## config.mk

```make
export PLATFORM = sky130hd
export DESIGN_NAME = invsqrt_share_arbiter
export DESIGN_NICKNAME = d
export VERILOG_FILES = /design/src/rtl/invsqrt_share_arbiter.sv
export SDC_FILE = /design/constraint.sdc
export NUM_CORES = 1
export LEC_CHECK = 0
export ABC_AREA = 1
export BUFFER_PORTS_ARGS = -buffer_cell sky130_fd_sc_hd__clkbuf_2
export CORE_UTILIZATION = 49
export DETAILED_ROUTE_END_ITERATION = 8
export GPL_TIMING_DRIVEN = 0
export PLACE_DENSITY = 0.95
export SLEW_MARGIN = 20
export SYNTH_ARGS = -nofsm -noshare
export SYNTH_HDL_FRONTEND = slang
export SYNTH_SLANG_ARGS = --single-unit
```

## constraint.sdc

```tcl
create_clock -name clk -period 3.2 [get_ports clk]
set_input_delay 0.48 -clock clk [delete_from_list [all_inputs] [get_ports clk]]
set_output_delay 0.48 -clock clk [all_outputs]
set_load 0.1 [all_outputs]
```

## src/rtl/invsqrt_share_arbiter.sv

```systemverilog
// Round-robin front end sharing one fixed-latency Q8.24 inverse-sqrt pipe among
// N_REQ requesters; a tag shift register steers each result back to its issuer.
module invsqrt_share_arbiter #(
    parameter int  WIDTH    = 32,
    parameter int  N_REQ    = 4,
    parameter int  PIPE_LAT = 3,
    localparam int ID_W     = $clog2(N_REQ)
) (
    input  logic                   clk,
    input  logic                   rst,
    input  logic [N_REQ-1:0]       req_valid,
    input  logic [N_REQ*WIDTH-1:0] req_x,
    output logic [N_REQ-1:0]       req_ready,
    input  logic                   hold,
    output logic                   pipe_valid_in,
    output logic [WIDTH-1:0]       pipe_x,
    input  logic                   pipe_valid_out,
    input  logic [WIDTH-1:0]       pipe_result,
    output logic [N_REQ-1:0]       resp_valid,
    output logic [WIDTH-1:0]       resp_data,
    output logic                   idle,
    output logic                   err
);

    logic [WIDTH-1:0]    req_x_arr [N_REQ];
    logic [ID_W-1:0]     rr_ptr;
    logic [ID_W-1:0]     grant_id;
    logic                grant_found;
    logic [ID_W-1:0]     issue_id;
    logic [PIPE_LAT-1:0] tag_valid;
    logic [ID_W-1:0]     tag_id [PIPE_LAT];
    logic                head_valid;
    logic [ID_W-1:0]     head_id;

    always_comb begin
        for (int i = 0; i < N_REQ; i++) begin
            req_x_arr[i] = req_x[i*WIDTH +: WIDTH];
        end
    end

    // Search starts just after the last winner so every requester gets a turn.
    always_comb begin
        logic [ID_W-1:0] cand;
        grant_found = 1'b0;
        grant_id    = '0;
        cand        = '0;
        for (int k = 1; k <= N_REQ; k++) begin
            cand = ID_W'((int'(rr_ptr) + k) % N_REQ);
            if (!grant_found && req_valid[cand]) begin
                grant_found = 1'b1;
                grant_id    = cand;
            end
        end
        if (hold || rst) begin
            grant_found = 1'b0;
        end
    end

    always_comb begin
        req_ready = '0;
        if (grant_found) begin
            req_ready[grant_id] = 1'b1;
        end
    end

    always_ff @(posedge clk) begin
        if (rst) begin
            rr_ptr        <= ID_W'(N_REQ - 1);
            pipe_valid_in <= 1'b0;
            pipe_x        <= '0;
            issue_id      <= '0;
        end else begin
            pipe_valid_in <= grant_found;
            if (grant_found) begin
                rr_ptr   <= grant_id;
                pipe_x   <= req_x_arr[grant_id];
                issue_id <= grant_id;
            end
        end
    end

    // Tag travels PIPE_LAT cycles behind the issue so it lines up with the result.
    always_ff @(posedge clk) begin
        if (rst) begin
            tag_valid <= '0;
            for (int i = 0; i < PIPE_LAT; i++) begin
                tag_id[i] <= '0;
            end
        end else begin
            tag_valid[0] <= pipe_valid_in;
            tag_id[0]    <= issue_id;
            for (int i = 1; i < PIPE_LAT; i++) begin
                tag_valid[i] <= tag_valid[i-1];
                tag_id[i]    <= tag_id[i-1];
            end
        end
    end

    assign head_valid = tag_valid[PIPE_LAT-1];
    assign head_id    = tag_id[PIPE_LAT-1];

    always_ff @(posedge clk) begin
        if (rst) begin
            resp_valid <= '0;
            resp_data  <= '0;
            err        <= 1'b0;
        end else begin
            resp_valid <= '0;
            if (head_valid && pipe_valid_out) begin
                resp_valid[head_id] <= 1'b1;
                resp_data           <= pipe_result;
            end
            if (head_valid != pipe_valid_out) begin
                err <= 1'b1;
            end
        end
    end

    assign idle = !pipe_valid_in && (tag_valid == '0) && (resp_valid == '0);

endmodule
```

==> Yosys cells after proc, flatten, opt, wreduce, memory -nomap -nowiden <==
Memory sizes are Yosys's and may differ from the RTL's.
Cells that the tools add are included.
{ "op_classes": {"n_eq_ne": 1, "n_lt_le_gt_ge": 9, "add_sub_neg": 4, "bitwise": 5, "n_reduce_logical": 16, "n_mux": 31} }
{ "ops": {"columns": ["cell", "n"], "rows": [
  ["32-bit binary-select mux with 2-bit select", 1],
  ["32-bit two-way mux", 2],
  ["2-bit by 3-bit < comparator with 1-bit output, second input constant", 6],
  ["1-bit two-way mux", 14],
  ["2-bit two-way mux", 7],
  ["1-bit binary-select mux with 2-bit select", 4],
  ["1-bit logical AND", 8],
  ["2-bit by 1-bit adder with 2-bit output, second input constant", 2],
  ["2-bit adder, second input constant", 2],
  ["1-bit demux with 2-bit select", 2],
  ["2-bit by 1-bit >= comparator with 1-bit output, second input constant", 2],
  ["1-bit zero test", 4],
  ["4-bit zero test", 1],
  ["4-bit two-way mux", 1],
  ["3-bit >= comparator, second input constant", 1],
  ["3-bit zero test", 1],
  ["2-bit inverter with 3-bit output", 1],
  ["1-bit OR", 3],
  ["2-bit OR reduction", 1],
  ["1-bit logical OR", 1],
  ["1-bit inequality test", 1],
  ["1-bit inverter", 1]
]} }
{ "word_totals": {"register_bits": 77, "memories": 1, "wordCells": 75, "in_bits": 168, "mem_bits_rw": 6} }
{ "mem_list": {"columns": ["memory", "depth", "word_bits", "read_ports", "rd_clocked_by_memory_dff", "wr", "line_no", "rtl"], "rows": [
  ["tag_id", 3, 2, 3, 0, 3, "31", "logic [ID_W-1:0] tag_id [PIPE_LAT];"]
]} }

==> Depth between registers and ports, before layout <==
{ "logic_depth": {"depth_word": 18, "mapped_depth": 18, "depth_no_buf": 16} }

==> Least setup slack after synthesis <==
Ideal clock, no wire load.
{ "synth_timing": {"path_kind": "register to output", "start": "reg resp_valid[1]", "end": "out idle", "n_path_buf": 0, "path_stages_with_launch": 3, "setup_slack_ps": -1366, "t_required_ps": 2720, "arrival_ps": 4086, "path_cell_list": "dfxtp_1 or4_1 nor4_1"} }
{ "synth_between": {"elab_chain_cells": 2} }
{ "synth_rtl": {"columns": ["element", "line_no", "rtl"], "rows": [
  ["start, declared", "19", "output logic [N_REQ-1:0] resp_valid,"],
  ["start signal, assigned", "104", "resp_valid <= '0;"],
  ["start signal, assigned", "108", "resp_valid <= '0;"],
  ["start signal, assigned by index", "110", "resp_valid[head_id] <= 1'b1;"],
  ["4-bit zero test", "119", "assign idle = !pipe_valid_in && (tag_valid == '0) && (resp_valid == '0);"],
  ["1-bit logical AND", "119", null],
  ["end, declared", "21", "output logic idle,"]
]} }
No other way between the ends.

==> Worst setup path in the final report <==
{ "layout_timing": {"start": "reg rr_ptr[0]", "end": "out req_ready[1]"} }
{ "layout_between": {"elab_chain_cells": 18, "elab_cells_between_ends": 33, "classes_between": "4 x add/sub; 2 x order compare; 20 x mux; 7 x reduce/logical"} }
{ "layout_rtl": {"columns": ["element", "line_no", "rtl"], "rows": [
  ["start, declared", "26", "logic [ID_W-1:0] rr_ptr;"],
  ["start signal, assigned", "68", "rr_ptr <= ID_W'(N_REQ - 1);"],
  ["start signal, assigned", "75", "rr_ptr <= grant_id;"],
  ["2-bit by 1-bit adder with 2-bit output", "48", "cand = ID_W'((int'(rr_ptr) + k) % N_REQ);"],
  ["1-bit binary-select mux with 2-bit select", "49", "if (!grant_found && req_valid[cand]) begin"],
  ["1-bit two-way mux (implied by the code)", "49", null],
  ["1-bit two-way mux", "49", null],
  ["1-bit zero test", "49", null],
  ["1-bit logical AND", "49", null],
  ["1-bit two-way mux", "49", null],
  ["1-bit zero test", "49", null],
  ["[... 2 more ...]", null, null],
  ["1-bit zero test", "49", null],
  ["1-bit logical AND", "49", null],
  ["2-bit two-way mux", "49", null],
  ["2-bit by 3-bit < comparator with 1-bit output (implied by the code) or 2-bit by 1-bit >= comparator with 1-bit output (tied branches)", "62", "req_ready[grant_id] = 1'b1;"],
  ["1-bit logical AND (implied by the code)", "62", null],
  ["1-bit two-way mux (implied by the code)", "62", null],
  ["1-bit demux with 2-bit select", "62", null],
  ["4-bit two-way mux *", "61", "if (grant_found) begin"],
  ["end, declared", "13", "output logic [N_REQ-1:0] req_ready,"]
]} }
Mark *: on every way between the ends. The rest lies on a longest branch, timed or not. The select of a mux whose other input is x is not followed.

==> flow_summary.json <==
{
  "multi_input_area_mm2": 0.002276,
  "synth_area_leaders": "dfxtp_1 37%, nand2_1 15%, inv_1 8.0%, nand3_1 7.0%, nor2_1 6.7%",
  "seq_area_mm2": 0.001663,
  "p_per_area_mw_per_mm2": 764.6,
  "ys_ff_latch": 83,
  "top_usage_layer": "met2",
  "clock_path_buffers": 2,
  "cp_max_fo": 10,
  "antenna_found_initial": 0,
  "synth_compound_area_frac": 0.07639,
  "utilization": 0.6957,
  "netlist.area_leader.share": 0.3676,
  "io_pins": 243,
  "final.fill_count": 777,
  "track_usage": 0.2989,
  "die_h_um": 98.05,
  "h-tree-depth": 3,
  "setup_slack_ns": 0.1902,
  "grt_pass1_vias": 5149,
  "ir_drop_uv": 471.7,
  "grt_pass1_wl_mm": 23.23,
  "grt_start_max_net_pins": 17,
  "synth.area.mux_share": 0,
  "synth_top_family_by_area": "simple AND/OR/NAND/NOR gates",
  "layout.nets": 1112,
  "synth.most_common_cell": "nand2_1",
  "postSynth.asyncResetShare": 0,
  "use_met1": 0.3281,
  "hold_depth": 3,
  "syn_avg_cell_area_um2": 6.571,
  "criticalPathCategory": "reg -> out",
  "cap_violations": 0,
  "dp_slack_ns": 0.1120,
  "coreArea_mm2": 0.008806,
  "place.gp.congestion": 0.8842,
  "synth_flop_cell": "dfxtp_1",
  "insertion_delay_ns": 0.35,
  "yosys.area_share.simple": 0.4179,
  "wl_mm": 14.06,
  "area_growth_pct": 35.51,
  "fmax_mhz": 332.3,
  "path_clk_slew_ns": 0.10,
  "clock_skew_ns": 0.009254,
  "num_rows": 34,
  "report.final.slew_viol_count": 0,
  "start_kind": "flop",
  "p_leak_nw": 3.579,
  "initial_utilization": 0.5134,
  "synth_top_area_cell": "dfxtp_1",
  "hold_path.class": "in -> reg",
  "drt-wirelength-per-cell_um": 13.31,
  "status": "finished with violations",
  "drtPass1Iterations": 7,
  "worstRegToRegCells": 12,
  "die-area_mm2": 0.009614,
  "violations": "DRC",
  "die_w_um": 98.05,
  "ys_top_cells_by_count": "186 x nand2_1, 96 x inv_1, 83 x dfxtp_1",
  "drt_iter0_drc": 224,
  "drive_gt1_frac": 0.3418,
  "worstPathArrival_ns": 2.53,
  "io_buffers": 242,
  "finalSetupViolations": 0,
  "period_minus_slack_ns": 3.010,
  "grt.met2_usage": 0.5423,
  "tritoncts": "yes",
  "fin_crit_sh": 0.9406,
  "synth_fa_ha_area_frac": 0.002768,
  "synth_warnings": 0,
  "max-slew-margin-rel": 0.6220,
  "postRouteAntennaNets": 0,
  "root_buffer": "clkbuf_8",
  "synth_area_mm2": 0.004521,
  "cts_sinks": 83,
  "remaining_drc_errors": 18,
  "antenna_cells": 0,
  "gr-usage-met3": 0.07516,
  "regToRegSetupSlack_ns": 1.03,
  "synth-edff-count": 0,
  "grt.overflow.total": 0,
  "yosysSeqAreaShare": 0.3676,
  "synthCells": 688,
  "crit_path_end_kind": "output port",
  "syn-num-nets": 857,
  "viasPerCell": 5.058,
  "critPathRequiredTime_ns": 2.72,
  "numCtsBuffers": 9,
  "final_hold_viol_count": 0,
  "dp_hpwl_mm": 11.19,
  "worst_pin_slew_ns": 0.5695,
  "ys_types": 33,
  "synthXorXnorAreaFrac": 0,
  "vias": 5341
}
[cells by family (layout without fill, tap and decap cells)]
logic type	count (synthesis)	in the layout
AND/OR/NAND/NOR	408	408
buffers and inverters	144	404
flip-flops	83	83
AO/OA/AOI/OAI	52	52
adder cells (fa/ha/maj)	1	1
[cell usage in the layout, fill, tap and decap left out, types with 3 or more instances in the layout]
cell type,instances
dfxtp_1,82
o211ai_2,8
nand2_1,186
nand3_1,63
clkbuf_1,20
buf_4,9
clkbuf_2,239
or2_2,8
nor2_2,3
inv_6,4
inv_1,96
nor2_1,78
buf_2,10
nand2_4,3
o211ai_1,10
clkbuf_8,9
nor3_1,4
nand4_1,47
o21ai_0,32
inv_2,3
buf_6,6
nand2_2,4
[through the flow]
step	instance area (um2)	power, mW	hold slack [ns]	setup TNS (ns)	cells
3_3_place_gp	5886	3.908	0.3924	0	1038
3_5_place_dp	5886	3.940	0.3975	0	1038
4_1_cts	6086	4.661	0.3360	0	1054
2_1_floorplan	4539	3.399	0.3883	-0.1972	688
5_1_grt	6126	4.970	0.3342	-0.003535	1056
6_report	6126	4.684	0.3465	0	1056
[registers in the layout, summed over array words and instances (netlist names)]
| name | count |
|---|---|
| rr_ptr | 2 |
| resp_valid | 4 |
| issue_id | 2 |
| err | 1 |
| tag_id | 6 |
| tag_valid | 3 |
| pipe_x | 32 |
| resp_data | 32 |
| pipe_valid_in | 1 |
[path summary, 6_finish.rpt]
check                        from             to
setup / recovery        rr_ptr[0]   req_ready[1]
hold / removal    pipe_result[19]  resp_data[19]
setup reg to reg        rr_ptr[0]     pipe_x[17]
hold reg to reg      tag_id[0][2]   tag_id[0][4]
[power by group]
group	switching (mW)	internal, mW
sequential	0.0825	1.18
combinational	2.03	0.672
clock	0.420	0.295
total	2.54	2.15
[worst max-delay path, stage by stage, from the launching register on]
cell and delay (ns):
dfxtp_1 0.34, buf_6 0.15, inv_6 0.06, nand2_1 0.07, nand3_1 0.12, nand2_2 0.17, nor2_8 0.08, nand4_1 0.10
nand2_1 0.15, nor2_4 0.21, buf_4 0.24, inv_1 0.10, nor2_2 0.08, buf_4 0.29
[final cells by class]
type	count	area share
Buffer	41	0.03717
Clock buffer	9	0.02022
Clock inverter	7	0.009395
Inverter	103	0.06434
Multi-Input combinational cell	461	0.3715
Sequential cell	83	0.2714
Tap cell	108	0.02206
Timing Repair Buffer	244	0.2038
[per-layer routing]
metal | vias up | routed length [um]
li1 | 2691 | -
met1 | 2379 | 5448
met5 | - | 0
met2 | 238 | 7184
met4 | 0 | 350
met3 | 33 | 1073
[what timing repair did]
| item | in CTS | in global routing |
|---|---|---|
| pin swaps | 0 | 2 |
| buffers inserted | 0 | 2 |
| endpoints found under the setup margin | 4 | 4 |
| hold buffers | 0 | 0 |
| gates resized for setup | 6 | 13 |
Note: power is estimated with default switching activity, not from simulation.
